==> config.mk <==
export PLATFORM = sky130hd
export DESIGN_NAME = a2d_rr_sampler
export DESIGN_NICKNAME = d
export VERILOG_FILES = /design/src/rtl/a2d_rr_sampler.sv
export SDC_FILE = /design/constraint.sdc
export NUM_CORES = 1
export LEC_CHECK = 0
export BUFFER_PORTS_ARGS = -buffer_cell sky130_fd_sc_hd__buf_2
export CAP_MARGIN = 20
export CORE_MARGIN = 1.5
export CORE_UTILIZATION = 30
export CTS_CLUSTER_SIZE = 25
export DETAILED_ROUTE_END_ITERATION = 10
export GPL_TIMING_DRIVEN = 0
export MAX_ROUTING_LAYER = met4
export SLEW_MARGIN = 30
export SYNTH_ARGS = -nofsm -noshare
export SYNTH_HDL_FRONTEND = slang
export SYNTH_SLANG_ARGS = --single-unit
==> constraint.sdc <==
create_clock -name clk -period 2.5 [get_ports clk]
set_clock_uncertainty 0.2 [all_clocks]
set_input_delay 0.125 -clock clk [delete_from_list [all_inputs] [get_ports clk]]
set_output_delay 0.125 -clock clk [all_outputs]
set_load 0.01 [all_outputs]
==> src/rtl/a2d_rr_sampler.sv <==
// Round-robin A2D sampler: each nxt runs one convert + readback SPI pair on the
// next channel (lft, rght, steer, batt) and latches the 12-bit result.
module a2d_rr_sampler #(
  parameter logic [2:0] CH_LFT   = 3'd0,
  parameter logic [2:0] CH_RGHT  = 3'd4,
  parameter logic [2:0] CH_STEER = 3'd5,
  parameter logic [2:0] CH_BATT  = 3'd6,
  parameter int         GAP_CYC  = 4,
  parameter int         TMO_CYC  = 4096
) (
  input  logic        clk,
  input  logic        rst,
  input  logic        nxt,
  output logic        wrt,
  output logic [15:0] cmd,
  input  logic        done,
  input  logic [15:0] rd_data,
  output logic [11:0] lft_ld,
  output logic [11:0] rght_ld,
  output logic [11:0] steer_pot,
  output logic [11:0] batt,
  output logic        busy,
  output logic        ld_vld,
  output logic        err
);

  localparam int TW = $clog2(TMO_CYC);
  localparam logic [3:0]    GAP_LAST = 4'(GAP_CYC - 1);
  localparam logic [TW-1:0] TMO_LAST = TW'(TMO_CYC - 1);
  localparam logic [TW-1:0] TMO_ONE  = TW'(1);

  typedef enum logic [2:0] {IDLE, CNV, GAP, RD, STORE} state_t;

  state_t            state_q, state_d;
  logic [1:0]        ptr_q, ptr_d;
  logic [3:0]        gap_q, gap_d;
  logic [TW-1:0]     tmo_q, tmo_d;
  logic [11:0]       data_q, data_d;
  logic [3:0][11:0]  res_q, res_d;
  logic              wrt_q, wrt_d;
  logic [15:0]       cmd_q, cmd_d;
  logic              busy_q, busy_d;
  logic              ld_vld_q, ld_vld_d;
  logic              err_q, err_d;
  logic [2:0]        ch_sel;
  logic              unused_hi;

  assign unused_hi = ^rd_data[15:12];

  always_comb begin
    ch_sel = CH_LFT;
    case (ptr_q)
      2'd0:    ch_sel = CH_LFT;
      2'd1:    ch_sel = CH_RGHT;
      2'd2:    ch_sel = CH_STEER;
      default: ch_sel = CH_BATT;
    endcase
  end

  always_comb begin
    state_d  = state_q;
    ptr_d    = ptr_q;
    gap_d    = gap_q;
    tmo_d    = tmo_q;
    data_d   = data_q;
    res_d    = res_q;
    cmd_d    = cmd_q;
    busy_d   = busy_q;
    wrt_d    = 1'b0;
    ld_vld_d = 1'b0;
    err_d    = 1'b0;
    case (state_q)
      IDLE: begin
        if (nxt) begin
          state_d = CNV;
          wrt_d   = 1'b1;
          cmd_d   = {2'b00, ch_sel, 11'h000};
          busy_d  = 1'b1;
          tmo_d   = '0;
        end
      end
      CNV: begin
        if (done) begin
          state_d = GAP;
          gap_d   = '0;
        end else if (tmo_q == TMO_LAST) begin
          state_d = IDLE;
          err_d   = 1'b1;
          busy_d  = 1'b0;
        end else begin
          tmo_d = tmo_q + TMO_ONE;
        end
      end
      GAP: begin
        if (gap_q == GAP_LAST) begin
          state_d = RD;
          wrt_d   = 1'b1;
          tmo_d   = '0;
        end else begin
          gap_d = gap_q + 4'd1;
        end
      end
      RD: begin
        if (done) begin
          state_d = STORE;
          data_d  = rd_data[11:0];
        end else if (tmo_q == TMO_LAST) begin
          state_d = IDLE;
          err_d   = 1'b1;
          busy_d  = 1'b0;
        end else begin
          tmo_d = tmo_q + TMO_ONE;
        end
      end
      STORE: begin
        res_d[ptr_q] = data_q;
        ld_vld_d     = (ptr_q == 2'd1);
        busy_d       = 1'b0;
        ptr_d        = ptr_q + 2'd1;
        state_d      = IDLE;
      end
      default: state_d = IDLE;
    endcase
  end

  always_ff @(posedge clk) begin
    if (rst) begin
      state_q  <= IDLE;
      ptr_q    <= '0;
      gap_q    <= '0;
      tmo_q    <= '0;
      data_q   <= '0;
      res_q    <= '0;
      wrt_q    <= 1'b0;
      cmd_q    <= '0;
      busy_q   <= 1'b0;
      ld_vld_q <= 1'b0;
      err_q    <= 1'b0;
    end else begin
      state_q  <= state_d;
      ptr_q    <= ptr_d;
      gap_q    <= gap_d;
      tmo_q    <= tmo_d;
      data_q   <= data_d;
      res_q    <= res_d;
      wrt_q    <= wrt_d;
      cmd_q    <= cmd_d;
      busy_q   <= busy_d;
      ld_vld_q <= ld_vld_d;
      err_q    <= err_d;
    end
  end

  assign wrt       = wrt_q;
  assign cmd       = cmd_q;
  assign busy      = busy_q;
  assign ld_vld    = ld_vld_q;
  assign err       = err_q;
  assign lft_ld    = res_q[0];
  assign rght_ld   = res_q[1];
  assign steer_pot = res_q[2];
  assign batt      = res_q[3];

endmodule

==> results of run 1 <==
## state kept, by name, summed over array words and instances (netlist names)
| name | cells |
|---|---|
| batt | 12 |
| data_q | 12 |
| lft_ld | 12 |
| rght_ld | 12 |
| steer_pot | 12 |
| tmo_q | 12 |
| gap_q | 4 |
| cmd | 3 |
| state_q | 3 |
| ptr_q | 2 |
| busy | 1 |
| err | 1 |
| ld_vld | 1 |
| wrt | 1 |
## power by group
part / internal [mW] / leakage [nW] / total, mW / switching [mW]
Sequential: 1.41 / 0.710 / 1.42 / 0.0113
Combinational: 0.0690 / 0.994 / 0.174 / 0.105
Clock: 0.688 / 0.134 / 1.28 / 0.590
## synth_stat cells, types with 2 or more instances
master	n	area share, %
mux2i_1	2	0.56
dfxtp_1	88	49
xor2_1	9	2.2
nand2_1	133	14
and2_1	3	0.52
xnor2_1	3	0.73
a31oi_1	2	0.35
nor3_1	6	0.84
and4_1	2	0.49
o21ai_0	4	0.56
and3_1	10	1.7
buf_4	13	2.7
nand3_1	6	0.84
clkbuf_1	23	2.4
nand4_1	9	1.6
nor2_1	27	2.8
ha_1	8	2.8
buf_2	2	0.28
inv_1	4	0.42
or3_1	3	0.52
a21oi_1	66	9.2
## worst min-delay path by stage
stage	from	endpoint	slack, ns	cells past startpoint
after floorplan	rd_data[0]	data_q[0]$_SDFFE_PP0P_	0.06	2
after global placement	rd_data[5]	data_q[5]$_SDFFE_PP0P_	0.18	3
after detailed placement	rd_data[5]	data_q[5]$_SDFFE_PP0P_	0.18	3
after CTS	rst	busy$_SDFFE_PP0P_	0.005	3
after global routing	rst	gap_q[3]$_SDFFE_PP0P_	0.02	3
final	rst	busy$_SDFFE_PP0P_	-0.006	3
## worst max-delay path, delay by kind of cell (launching register included)
| kind | cells | cell delay, ns |
|---|---|---|
| flops | 1 | 0.38 |
| xor+xnor | 1 | 0.19 |
| fa+ha+maj | 1 | 0.26 |
| compound gates | 1 | 0.28 |
| simple gates | 3 | 0.76 |
## through the flow
stage | hold slack, ns | worst slack [ns]
2_1_floorplan | 0.0610 | 0.499
3_3_place_gp | 0.178 | 0.375
3_5_place_dp | 0.177 | 0.322
4_1_cts | 0.00548 | 0.304
5_1_grt | 0.0177 | 0.194
6_report | -0.00586 | 0.311
## final cells by class
cell class	count	area, um2
buffer	38	194
clock buffer	10	229
clock inverter	6	51.3
fill	1195	7000
inverter	4	15.0
multi-input combinational	325	1670
sequential	88	1760
tap	143	179
timing repair buffer	81	465
## repair_timing
| item | in CTS | in global routing |
|---|---|---|
| endpoints found under the hold margin | 12 | 0 |
| resized for setup | 0 | 0 |
| buffers inserted | 0 | 0 |
| hold buffers | 12 | 0 |
## routing by layer
layer	up-vias	routed length, um	GRT usage (%)
met5	-	0	-
met3	28	515	2.48
met4	0	343	9.45
met2	98	4360	24.3
met1	1497	4420	20.5
li1	1664	-	-
## cells by family (layout without fill, tap and decap cells)
group           Yosys count  count (layout)
buf+inv                  42             139
fa+ha+maj                 8               8
mux                       3               3
simple gates            209             209
flops                    88              88
compound gates           80              80
other cells               1              13
xor+xnor                 12              12
==> results.yml, run 1 <==
routing:
  routed-via-count: 3287
  wl_per_cell_um: 13.9
  first_iter_violations: 185
  firstDrtPassIters: 7
  ant_nets: 0
  avgViaCountPerCell: 4.73
  drc_errors: 4
  wl_mm: 9.64
sta:
  tightest_slew_ns: 0.642
  setup-tns-final_ns: 0
  fmax_ghz: 0.457
  hold_viol_final: 1
  finalSetupViolCount: 0
  fin_hold_ws_ns: -0.00586
  slew_viol_final: 0
  slew_headroom_pct: 56.9
  period_needed_ns: 2.19
  period_share_pct: 87.6
  rsz0062_at_grt: "false"
finish:
  area_growth_pct: 27.0
  antenna_cells: 0
  final_common_cell: "nand2_1"
  drive_gt1_share_pct: 19.2
  nNetsFinal: 575
  mostFrequentLayoutCells: "nand2_1 (133), dfxtp_1 (88), buf_2 (71), a21oi_1 (66), nor2_1 (27)"
  stdcell_count: 695
  final_area_um2: 4560
  fin_util_pct: 39.5
floorplan:
  core_area_um2: 11600
  io_pins: 88
  die_w_um: 112
  dieArea_um2: 12600
  dieHeight_um: 112
  rows: 39
  initial_core_util_pct: 31.1
worst_setup_path:
  reg2reg_slack_ns: 0.31
  crit_path_end_kind: "flop"
  crit_required_ns: 2.53
  startpoint_type: "flop"
  critPathMaxFanout: 3
  crit_start: "gap_q[0]$_SDFFE_PP0P_"
  slowest_delay_ns: 0.56
  critical_path_class: "reg -> reg"
  worstReg2RegStart: "gap_q[0]$_SDFFE_PP0P_"
  path_cells: "ha_1 -> nand4bb_4 -> a31o_1 -> or4b_1 -> xor2_1 -> nor2_2"
  arrival_ns: 2.21
  worstReg2RegEnd: "tmo_q[10]$_SDFFE_PP0P_"
  ff2ff_path_depth: 6
  crit_path_end: "tmo_q[10]$_SDFFE_PP0P_"
  critPathSlowestCell: "or4b_1"
synth:
  synthDistinctLibCells: 41
  yosysWarnings: 0
  ys.flop_type: "dfxtp_1"
  synth_top_family_by_area: "simple AND/OR/NAND/NOR gates"
  synth-seq-cells: 88
  seq_area_frac_synth_pct: 49.0
  synthAdderAreaFrac_pct: 2.79
  synth.cell_area_um2: 3590
  synth-edff-count: 0
  synthArstFlopShare_pct: 0
  synth_xor_area_share_pct: 2.92
  synth_cells: 443
  syn_area_per_cell_um2: 8.11
  synth-simple-area-share_pct: 25.9
  synth_compound_area_share_pct: 12.5
  synthMuxAreaShare_pct: 0.870
power:
  cellPowerDensity_nw_per_um2: 631
  leakagePower_nw: 1.84
  finalPower_mw: 2.88
  ir_drop_mv: 0.314
clocking:
  clk_latency_ns: 0.34
  cts.sinks: 88
  cts_max_path_buffers: 2
  cts_tree: "done"
  cts_buffers: 9
  clockRootBuffer: "clkbuf_16"
  clk_pin_slew_ns: 0.07
  htreeDepth: 3
global_route:
  antenna_found_initial: 0
  first_global_vias: 3147
  grt_util_all_layers_pct: 16.1
  grt_max_degree: 17
  grt_overflow: 0
  grt_pass1_wl_mm: 15.6
placement:
  place_area_um2: 4160
  gp_congestion: 0.864
  io_buffers: 69
  placedCellCount: 667
  hpwl_mm: 6.85
run_status:
  violations: "design-rule violations, negative hold slack"
  status: "finished, violations left"
min_path:
  hold_class: "in -> reg"
job:
  drv_cap: 0
Power figures use the tool's default switching activity.
==> run 2, diff against run 1 <==
==> constraint.sdc (replaced) <==
create_clock -name clk -period 2.3 [get_ports clk]
set_clock_uncertainty 0.2 [all_clocks]
set_input_delay 0.115 -clock clk [delete_from_list [all_inputs] [get_ports clk]]
set_output_delay 0.115 -clock clk [all_outputs]
set_load 0.01 [all_outputs]
==> results.yml, run 2 (synthesis gave the netlist of run 1 again) <==
worst_setup_path:
  ff2ff_path_depth: 6
  critPathSlowestCell: "or4b_1"
  startpoint_type: "flop"
  crit_path_end_kind: "flop"
  worstReg2RegEnd: "tmo_q[10]$_SDFFE_PP0P_"
  critical_path_class: "reg -> reg"
  slowest_delay_ns: 0.56
  critPathMaxFanout: 3
  arrival_ns: 2.19
  worstReg2RegStart: "gap_q[0]$_SDFFE_PP0P_"
  crit_required_ns: 2.32
  path_delay_family: "simple AND/OR/NAND/NOR gates"
  path_cells: "ha_2 -> nand4bb_4 -> a31o_1 -> or4b_1 -> xor2_1 -> nor2_2"
  crit_buf_inv: 0
  reg2reg_slack_ns: 0.14
clocking:
  cts.sinks: 88
  cts_buffers: 9
  postCtsSetupBuffers: 0
  clk_latency_ns: 0.34
  cts_tree: "done"
  clk_pin_slew_ns: 0.07
  htreeDepth: 3
  cts_max_path_buffers: 2
  clockRootBuffer: "clkbuf_16"
finish:
  antenna_cells: 0
  drive_gt1_share_pct: 19.3
  final_common_cell: "nand2_1"
  mostFrequentLayoutCells: "nand2_1 (133), dfxtp_1 (88), buf_2 (71), a21oi_1 (66), nor2_1 (27)"
  final_area_um2: 4580
  fillers: 1193
  area_growth_pct: 27.3
  stdcell_count: 696
  fin_util_pct: 39.6
  nNetsFinal: 576
sta:
  fmax_ghz: 0.462
  rsz0062_at_grt: "false"
  slew_viol_final: 0
  period_share_pct: 94.1
  slew_headroom_pct: 57.0
  hold_viol_final: 0
  fin_hold_ws_ns: 0.0288
  finalSetupViolCount: 0
  setup_ws_ns: 0.136
  tightest_slew_ns: 0.640
  setup-tns-final_ns: 0
  period_needed_ns: 2.16
routing:
  wl_mm: 9.67
  firstDrtPassIters: 8
  first_iter_violations: 199
  ant_nets: 0
  routed-via-count: 3289
  wl_per_cell_um: 13.9
  drc_errors: 4
  avgViaCountPerCell: 4.73
global_route:
  grt_pass1_wl_mm: 15.7
  grt_overflow: 0
  grt_max_degree: 17
  first_global_vias: 3153
  antenna_found_initial: 0
  grt_util_all_layers_pct: 16.1
floorplan:
  die_w_um: 112
  dieHeight_um: 112
  initial_core_util_pct: 31.1
  dieArea_um2: 12600
  io_pins: 88
  core_area_um2: 11600
  rows: 39
min_path:
  whs_endpoint: "err$_SDFF_PP0_"
  hold_class: "in -> reg"
  hold_start: "done"
  whs_path_depth: 2
placement:
  hpwl_mm: 6.85
  placedCellCount: 667
  dp_slack_ns: 0.122
  place_area_um2: 4160
  io_buffers: 69
  gp_congestion: 0.864
run_status:
  violations: "design-rule violations"
  status: "finished, violations left"
job:
  drv_cap: 0
power:
  finalPower_mw: 3.12
  cellPowerDensity_nw_per_um2: 683
  ir_drop_mv: 0.340
  leakagePower_nw: 1.84
run 2: changes by cell type in the layout (fill, tap and decap cells not counted), sizes merged:
| cell | delta |
|---|---|
| dlygate4sd3 | +1 |
run 2: timing repair:
item,CTS,global route
resized for setup,0,1
hold buffers,13,0
endpoints found under the hold margin,13,0
setup endpoints to repair,0,1
run 2: cell type report:
class | instances | area, um2 | share of cell area (%)
Clock inverter | 6 | 51.3 | 1.12
Buffer | 38 | 194 | 4.24
Sequential cell | 88 | 1760 | 38.5
Inverter | 4 | 15.0 | 0.328
Timing Repair Buffer | 82 | 475 | 10.4
Multi-Input combinational cell | 325 | 1670 | 36.5
Tap cell | 143 | 179 | 3.91
Clock buffer | 10 | 229 | 5.00
run 2: worst max path at each step:
stage / start / end / slack [ns] / depth (start not counted)
CTS: gap_q[0]$_SDFFE_PP0P_ / tmo_q[10]$_SDFFE_PP0P_ / 0.10 / 6
detailed placement: gap_q[0]$_SDFFE_PP0P_ / tmo_q[10]$_SDFFE_PP0P_ / 0.12 / 6
finish: gap_q[0]$_SDFFE_PP0P_ / tmo_q[10]$_SDFFE_PP0P_ / 0.14 / 6
floorplan: gap_q[0]$_SDFFE_PP0P_ / tmo_q[10]$_SDFFE_PP0P_ / 0.30 / 6
global route: state_q[1]$_SDFFE_PP0P_ / steer_pot[9]$_SDFFE_PP0P_ / 0.01 / 7
global placement: gap_q[0]$_SDFFE_PP0P_ / tmo_q[10]$_SDFFE_PP0P_ / 0.18 / 6
run 2: routing by layer:
layer / track usage, % / vias up / wire length (um)
met1: 20.5 / 1500 / 4550
met3: 2.48 / 31 / 402
met4: 9.45 / 0 / 352
met2: 24.4 / 96 / 4370
li1: - / 1662 / -
met5: - / - / 0
run 2: where the power goes:
group	leakage [nW]	internal (mW)	switching, mW
combinational	0.995	0.0761	0.115
sequential	0.710	1.54	0.0123
clock	0.134	0.748	0.638
total	1.84	2.36	0.765
==> run 3, diff against run 2 <==
--- a/config.mk
+++ b/config.mk
@@ -9,6 +9,7 @@
 export CAP_MARGIN = 20
 export CORE_MARGIN = 1.5
 export CORE_UTILIZATION = 30
+export CTS_BUF_LIST = sky130_fd_sc_hd__clkbuf_8 sky130_fd_sc_hd__clkbuf_16
 export CTS_CLUSTER_SIZE = 25
 export DETAILED_ROUTE_END_ITERATION = 10
 export GPL_TIMING_DRIVEN = 0
==> results.yml, run 3 (synthesis gave the netlist of run 1 again) <==
clocking:
  cts_tree: "done"
  clk_latency_ns: 0.34
  postCtsSetupBuffers: 0
  cts.sinks: 88
  cts_max_path_buffers: 2
  htreeDepth: 3
  clockRootBuffer: "clkbuf_16"
  cts_buffers: 9
  clk_pin_slew_ns: 0.07
routing:
  wl_mm: 9.69
  ant_nets: 0
  routed-via-count: 3280
  drc_errors: 4
  avgViaCountPerCell: 4.71
  first_iter_violations: 201
  wl_per_cell_um: 13.9
  firstDrtPassIters: 7
sta:
  setup-tns-final_ns: 0
  finalSetupViolCount: 0
  slew_headroom_pct: 57.0
  hold_viol_final: 0
  slew_viol_final: 0
  rsz0062_at_grt: "false"
  fin_hold_ws_ns: 0.0255
  period_share_pct: 94.1
  period_needed_ns: 2.16
  tightest_slew_ns: 0.640
  setup_ws_ns: 0.136
  fmax_ghz: 0.462
floorplan:
  dieArea_um2: 12600
  die_w_um: 112
  rows: 39
  core_area_um2: 11600
  initial_core_util_pct: 31.1
  dieHeight_um: 112
  io_pins: 88
global_route:
  grt_max_degree: 17
  first_global_vias: 3153
  antenna_found_initial: 0
  grt_overflow: 0
  grt_util_all_layers_pct: 16.1
  grt_pass1_wl_mm: 15.7
run_status:
  status: "finished, violations left"
  violations: "design-rule violations"
worst_setup_path:
  slowest_delay_ns: 0.56
  critPathMaxFanout: 3
  path_cells: "ha_2 -> nand4bb_4 -> a31o_1 -> or4b_1 -> xor2_1 -> nor2_2"
  critical_path_class: "reg -> reg"
  crit_required_ns: 2.33
  crit_start: "gap_q[0]$_SDFFE_PP0P_"
  cp.depth: 6
  critPathSlowestCell: "or4b_1"
  reg2reg_slack_ns: 0.14
  arrival_ns: 2.19
  crit_buf_inv: 0
  crit_path_end_kind: "flop"
  ff2ff_path_depth: 6
  startpoint_type: "flop"
  crit_path_end: "tmo_q[10]$_SDFFE_PP0P_"
  worstReg2RegEnd: "tmo_q[10]$_SDFFE_PP0P_"
  path_delay_family: "simple AND/OR/NAND/NOR gates"
  worstReg2RegStart: "gap_q[0]$_SDFFE_PP0P_"
finish:
  stdcell_count: 696
  fillers: 1193
  final_area_um2: 4580
  register_area_um2: 1760
  mostFrequentLayoutCells: "nand2_1 (133), dfxtp_1 (88), buf_2 (71), a21oi_1 (66), nor2_1 (27)"
  drive_gt1_share_pct: 19.3
  nNetsFinal: 576
  area_growth_pct: 27.3
  final_common_cell: "nand2_1"
  fin_util_pct: 39.6
  antenna_cells: 0
  multi_input_area_um2: 1670
placement:
  placedCellCount: 667
  place_area_um2: 4160
  io_buffers: 69
  gp_congestion: 0.864
  dp_slack_ns: 0.122
  hpwl_mm: 6.85
power:
  finalPower_mw: 3.13
  cellPowerDensity_nw_per_um2: 683
  ir_drop_mv: 0.341
  leakagePower_nw: 1.84
job:
  drv_cap: 0
min_path:
  hold_class: "in -> reg"
[run 3: cell types whose count changed in the layout (fill, tap and decap cells not counted), sizes merged]
cell	delta
inv	+1
clkbuf	-1
[run 3: what timing repair did]
item | 4_1_cts | 5_1_grt
resized for setup | 0 | 1
endpoints found under the setup margin | 0 | 1
endpoints found under the hold margin | 13 | 0
hold buffers | 13 | 0
[run 3: worst min-delay path by stage]
stage | from | to | cells past startpoint
global placement | rd_data[5] | data_q[5]$_SDFFE_PP0P_ | 3
floorplan | rd_data[0] | data_q[0]$_SDFFE_PP0P_ | 2
CTS | done | err$_SDFF_PP0_ | 2
finish | done | err$_SDFF_PP0_ | 2
detailed placement | rd_data[5] | data_q[5]$_SDFFE_PP0P_ | 3
global route | done | err$_SDFF_PP0_ | 2
[run 3: layout make-up]
type	count	share of cell area (%)
Sequential cell	88	38.5
Multi-Input combinational cell	325	36.5
Timing Repair Buffer	82	10.4
Clock buffer	9	4.92
Buffer	38	4.24
Tap cell	143	3.91
Clock inverter	7	1.20
Inverter	4	0.328
[run 3: where the power goes]
| part | switching [mW] | internal [mW] | leakage, nW |
|---|---|---|---|
| sequential | 0.0124 | 1.54 | 0.710 |
| combinational | 0.115 | 0.0761 | 0.995 |
| clock | 0.644 | 0.743 | 0.138 |
| total | 0.771 | 2.36 | 1.84 |
[run 3: layer usage]
| metal | up-vias | wire length (um) | track usage (%) |
|---|---|---|---|
| met3 | 27 | 430 | 2.48 |
| met5 | - | 0 | - |
| met2 | 96 | 4380 | 24.4 |
| li1 | 1662 | - | - |
| met4 | 0 | 332 | 9.45 |
| met1 | 1495 | 4550 | 20.5 |
